<file path="config.mk">
export PLATFORM = sky130hd
export DESIGN_NAME = ingress_pkt_buffer
export DESIGN_NICKNAME = d
export VERILOG_FILES = /design/src/rtl/ingress_pkt_buffer.sv
export SDC_FILE = /design/constraint.sdc
export NUM_CORES = 2
export LEC_CHECK = 0
export CORE_ASPECT_RATIO = 1.4
export CORE_MARGIN = 3
export CORE_UTILIZATION = 50
export DETAILED_ROUTE_END_ITERATION = 8
export PLACE_DENSITY = 0.66
export SLEW_MARGIN = 20
export SYNTH_ARGS = -nofsm -noshare
export SYNTH_HDL_FRONTEND = slang
export SYNTH_MEMORY_MAX_BITS = 65536
export SYNTH_SLANG_ARGS = --single-unit
</file>
<file path="constraint.sdc">
create_clock -name clk -period 6.2 [get_ports clk]
set_clock_uncertainty 0.2 [all_clocks]
set_input_delay 0.62 -clock clk [delete_from_list [all_inputs] [get_ports clk]]
set_output_delay 0.62 -clock clk [all_outputs]
set_load 0.1 [all_outputs]
</file>
<file path="src/rtl/ingress_pkt_buffer.sv">
// Per-port ingress packet FIFO: holds whole packets and presents the head word first-word-fall-through.
// Define ING_DROP_EN to discard packets that overflow the buffer instead of back-pressuring the port.
module ingress_pkt_buffer #(
  parameter int DATA_WIDTH = 64,
  parameter int ADDR_WIDTH = 6,
  parameter int CNT_WIDTH  = 8
) (
  input  logic                  clk,
  input  logic                  rst,
  input  logic                  in_vld,
  input  logic                  in_sop,
  input  logic                  in_eop,
  input  logic [DATA_WIDTH-1:0] in_data,
  output logic                  in_ready,
  output logic                  ready,
  output logic                  vld,
  output logic                  sop,
  output logic                  eop,
  output logic [DATA_WIDTH-1:0] data_out,
  input  logic                  next_data,
  output logic [CNT_WIDTH-1:0]  pkt_count,
  output logic [CNT_WIDTH-1:0]  drop_count
);

  localparam int DEPTH = 2**ADDR_WIDTH;
  localparam int PW    = ADDR_WIDTH + 1;

  typedef enum logic [1:0] {IDLE, RECV, DROP} state_t;

  state_t                state_q, state_d;
  logic [PW-1:0]         wr_ptr_q, wr_ptr_d;
  logic [PW-1:0]         commit_ptr_q, commit_ptr_d;
  logic [PW-1:0]         rd_ptr_q, rd_ptr_d;
  logic [CNT_WIDTH-1:0]  pkt_count_q, pkt_count_d;
  logic [CNT_WIDTH-1:0]  drop_count_q, drop_count_d;
  logic [DATA_WIDTH+1:0] mem [DEPTH];
  logic [DATA_WIDTH+1:0] head;
  logic [PW-1:0]         wr_addr;
  logic                  wr_en, commit, drop_inc, room;
  logic                  full, accept, pop, pop_eop;

  function automatic logic ptr_full(input logic [PW-1:0] a, input logic [PW-1:0] b);
    return (a[PW-1] != b[PW-1]) && (a[ADDR_WIDTH-1:0] == b[ADDR_WIDTH-1:0]);
  endfunction

  function automatic logic [CNT_WIDTH-1:0] sat_inc(input logic [CNT_WIDTH-1:0] v);
    return (&v) ? v : v + 1'b1;
  endfunction

  assign full = ptr_full(wr_ptr_q, rd_ptr_q);

`ifdef ING_DROP_EN
  assign in_ready = 1'b1;
`else
  assign in_ready = !full;
`endif

  assign accept = in_vld && in_ready;

  // Head word is only exposed once committed, so stale storage never leaks after reset.
  assign head     = mem[rd_ptr_q[ADDR_WIDTH-1:0]];
  assign vld      = (rd_ptr_q != commit_ptr_q);
  assign data_out = vld ? head[DATA_WIDTH-1:0] : '0;
  assign sop      = vld && head[DATA_WIDTH+1];
  assign eop      = vld && head[DATA_WIDTH];
  assign ready    = (pkt_count_q != '0);
  assign pop      = next_data && vld;
  assign pop_eop  = pop && head[DATA_WIDTH];

  assign pkt_count  = pkt_count_q;
  assign drop_count = drop_count_q;

  always_comb begin
    state_d      = state_q;
    wr_ptr_d     = wr_ptr_q;
    commit_ptr_d = commit_ptr_q;
    wr_addr      = wr_ptr_q;
    wr_en        = 1'b0;
    commit       = 1'b0;
    drop_inc     = 1'b0;
    room         = 1'b1;
    if (accept) begin
      // A header always restarts at the commit point, discarding any open partial packet.
      if (in_sop) begin
        wr_addr  = commit_ptr_q;
        drop_inc = (state_q == RECV);
      end
      if (in_sop || state_q == RECV) begin
`ifdef ING_DROP_EN
        room = !ptr_full(wr_addr, rd_ptr_q);
`endif
        if (!room) begin
          wr_ptr_d = commit_ptr_q;
          drop_inc = 1'b1;
          state_d  = in_eop ? IDLE : DROP;
        end else begin
          wr_en    = 1'b1;
          wr_ptr_d = wr_addr + 1'b1;
          if (in_eop) begin
            commit       = 1'b1;
            commit_ptr_d = wr_addr + 1'b1;
            state_d      = IDLE;
          end else begin
            state_d = RECV;
          end
        end
      end else if (state_q == DROP && in_eop) begin
        state_d = IDLE;
      end
    end
  end

  always_comb begin
    rd_ptr_d     = rd_ptr_q + {{(PW-1){1'b0}}, pop};
    drop_count_d = drop_inc ? sat_inc(drop_count_q) : drop_count_q;
    pkt_count_d  = pkt_count_q;
    if (commit && !pop_eop) begin
      pkt_count_d = pkt_count_q + 1'b1;
    end else if (!commit && pop_eop) begin
      pkt_count_d = pkt_count_q - 1'b1;
    end
  end

  always_ff @(posedge clk or negedge rst) begin
    if (!rst) begin
      state_q      <= IDLE;
      wr_ptr_q     <= '0;
      commit_ptr_q <= '0;
      rd_ptr_q     <= '0;
      pkt_count_q  <= '0;
      drop_count_q <= '0;
    end else begin
      state_q      <= state_d;
      wr_ptr_q     <= wr_ptr_d;
      commit_ptr_q <= commit_ptr_d;
      rd_ptr_q     <= rd_ptr_d;
      pkt_count_q  <= pkt_count_d;
      drop_count_q <= drop_count_d;
    end
  end

  always_ff @(posedge clk) begin
    if (wr_en) begin
      mem[wr_addr[ADDR_WIDTH-1:0]] <= {in_sop, in_eop, in_data};
    end
  end

endmodule

</file>
==> metrics <==
number of buffer cells added on primary ports=154; gp weighted congestion=0.8200; area share of the leading cell type in the synthesized netlist=78.23%; startpoint type of the worst setup path=flip-flop; final layout net count=7379; number of iterations in the first detailed-routing pass=8; number of antenna violations at the first check in global routing=36; via count of the first global-routing pass=80240; post-place setup slack=1.021 ns; All-Layer GR Usage=27.94%; syn nets=6951; master of the slowest instance on the critical path=dfrtp_4; DRC violations left=0; slew margin rel.=23.07%; hold path startpoint=in_data[17]; f_max=165.5 MHz; clock-pin transition on the worst setup and hold timing paths=0.06 ns; row cnt=246; most common flop cell mapped by yosys=edfxtp_1; clock latency reported for the late side of the worst-skew pair=0.91 ns; max incr delay on CP=0.79 ns; Antenna Nets Post-Route=0; setup repair after global routing missed its margin=no; biggest fanout along the worst timing path=61; worst hold path type=input port to flip-flop; Sequential Power Share=38.1%; top cell type by total area after synthesis=edfxtp_1; setup TNS after final layout=0 ns; arrival time reported for the critical path endpoint=5.22 ns; hold endpoint=mem[21][17]; total chip power=0.08583 W; gate count after technology mapping=6869; number of CTS-inserted buffers=379; number of vias per cell after detailed routing=6.745; Crit Path Category=flip-flop to output pin; cell leakage power=57.03 nW; half-perimeter wire length after detailed placement=234600 µm; Clk network pwr share=27.8%; maximum clock path buffer count=4; cell-by-cell listing of the critical path=buf_12 > buf_4 > buf_12 > mux4_2 > mux4_2 > o22ai_1 > a21oi_1 > buf_4 > buf_4; share of layout cells above drive strength 1=28.83%; transition time of the tightest slew-check pin=1.151 ns; Area contributors post-synth=edfxtp_1 (78%), mux4_2 (16%), mux2i_1 (0.83%), a22oi_1 (0.65%), dfrtp_1 (0.59%); Worst R2R Start=rd_ptr_q[0]; switching power summed over all nets=0.02886 W; Seq/Total Area, Yosys=78.82%; number of max-cap violations=0; library cells used by synthesis=54; cell count of the worst reg-to-reg path=16; period utilization=97.44%; worst reg2reg path endpoint=pkt_count[7]; worst path buffer plus inverter count=5; required arrival time at the worst endpoint=5.38 ns; synthesized area per cell=23.60 µm²; total global routing overflow=0; maximum number of pins on one net before global-route repair=119; reg-to-reg slack, setup=1.08 ns; count of flip-flops with a built-in enable after synthesis=4224; Clock Tree Root=clkbuf_16; final worst path period need=6.041 ns; CTS tree=done; post-synthesis to final-layout area growth=13.41%; Int Pwr=0.05698 W; final WL=461600 µm; number of pins with negative max-slew slack in the final report=0; setup slack after layout=0.1585 ns; CTS Sinks=4262; Logic pwr share=34.1%; most numerous cell on the critical path=buf_4; total of warnings raised by yosys=0; Die Span X=487.3 µm; async set or reset register ratio after synthesis=0.8916%; Vias=79820; result of the run=complete, no violations; pwr/cell area=466.8 nW/µm²; Die Outline Area=331200 µm²; placeable core region=321600 µm²; Initial Utilization=50.41%; wire length per cell=39.01 µm; Die Ht=679.8 µm; flop and latch count out of synthesis=4262; worst ir drop on vdd=0.7428 mV; I/O pin count=155; DRC violation total after the first TritonRoute iteration=11180; netlist area before placement=162100 µm²; type of destination of the critical path=output pin; cell family with most CP delay=buffers and inverters; Switching Share=33.62%; setup-violating endpoint count in the final report=0; global-route wire length before repair=641300 µm; number of H-tree branching levels=5; worst hold slack=0.04041 ns; endpoints failing hold=0; worst hold path cell count=1
[cell usage after synthesis, drive strengths merged (2+ instances only)]
| cell type | n |
|---|---|
| edfxtp | 4224 |
| nor3 | 5 |
| o21ai | 68 |
| o211ai | 8 |
| mux2 | 32 |
| inv | 7 |
| or2 | 2 |
| a21oi | 132 |
| a22oi | 140 |
| nor2b | 4 |
| a31oi | 26 |
| ha | 11 |
| nand3 | 18 |
| a21o | 2 |
| clkbuf | 175 |
| mux4 | 1117 |
| xor2 | 14 |
| a22o | 2 |
| o221ai | 59 |
| nor2 | 88 |
| mux2i | 135 |
| or3 | 3 |
| nand4 | 9 |
| xnor2 | 24 |
| buf | 207 |
| o22ai | 126 |
| a211oi | 27 |
| nand2 | 130 |
| dfrtp | 38 |
| nand2b | 4 |
| and3 | 4 |
| nor4b | 4 |
| nor4 | 7 |
| and2 | 4 |
[area by class of cell]
type | count | area (µm²)
flip-flops and latches | 4262 | 127800
clock inverters | 230 | 2435
diodes | 11 | 27.53
fillers | 22630 | 137800
inverters | 7 | 33.78
repair buffers | 429 | 5167
multi-input cells | 2218 | 33100
well taps | 4216 | 5275
clock buffers | 460 | 10020
[worst reg2reg max path: stages (launching register included)]
cell      delay, ns
dfrtp_4        0.79
buf_12         0.50
mux2i_1        0.37
o22ai_1        0.13
a2111o_1       0.41
o22ai_1        0.22
a21oi_1        0.13
nand2_1        0.18
ha_1           0.37
inv_1          0.23
ha_1           0.33
a21o_1         0.19
a21oi_1        0.28
o211ai_1       0.17
and3_1         0.19
o21ba_2        0.21
xor2_1         0.13
[state kept, by name, summed over array words and instances, names as in the netlist]
signal / count
commit_ptr_q: 7
wr_ptr_q: 7
rd_ptr_q: 7
drop_count: 8
mem: 4224
pkt_count: 8
state_q: 1
[logic make-up after synthesis]
family,synth area share (%)
AOI/OAI and AO/OA,2.419
xor gates and xnor gates,0.2053
adders and majority gates,0.09724
buffers and inverters,1.129
DFF,78.82
muxes,16.57
and+or+nand+nor,0.7563
[through the flow]
stage / util [%] / cell area (µm²) / std cells
2_1_floorplan: - / 162100 / 6869
3_3_place_gp: 53.23 / 171200 / 11120
3_5_place_dp: 53.24 / 171200 / 11130
4_1_cts: 57.11 / 183700 / 11820
5_1_grt: 57.16 / 183900 / 11830
6_report: 57.16 / 183900 / 11830
[timing repair]
action | 4_1_cts | 5_1_grt
setup buffers | 0 | 0
hold buffers | 1 | 3
setup endpoints to repair | 0 | 1
gates resized for setup | 0 | 1
endpoints found under the hold margin | 38 | 45
[worst max path at each step]
stage                     start            to  slack (ns)  cells past startpoint
floorplan           rd_ptr_q[5]     mem[0][0]        0.57                      9
global placement    rd_ptr_q[0]  data_out[19]        0.81                      9
detailed placement  rd_ptr_q[0]  data_out[19]        1.02                     10
CTS                 rd_ptr_q[0]  data_out[19]        0.01                     10
global route        rd_ptr_q[0]  data_out[19]        0.04                     10
finish              rd_ptr_q[0]   data_out[7]        0.16                      9
[power by group through the flow]
stage | sequential, W | combinational (W) | clock, W
final | 0.0327 | 0.0293 | 0.0239
after global placement | 0.0333 | 0.0292 | 0
after floorplan | 0.0333 | 0.0194 | 0
after global routing | 0.0327 | 0.0304 | 0.0253
after detailed placement | 0.0333 | 0.0293 | 0
after CTS | 0.0327 | 0.0294 | 0.0242
[routing by layer]
| metal | vias up | global-route usage [%] | wire length (µm) |
|---|---|---|---|
| met5 | - | 0 | 193 |
| met4 | 30 | 11.44 | 22530 |
| met3 | 1045 | 5.296 | 47160 |
| met2 | 4835 | 46.41 | 231300 |
| met1 | 43390 | 36.61 | 160500 |
| li1 | 30520 | - | - |
[placed cells by master (no fill, tap or decap), types with 73 or more instances in the layout]
master and n:
edfxtp_1 4224, mux4_2 1117, clkbuf_16 388, buf_4 197, buf_12 160, a22oi_1 139, mux2i_1 135, a21oi_1 131
nand2_1 126, o22ai_1 125, clkinv_1 73
No activity file was read; power rests on OpenSTA's default activity.
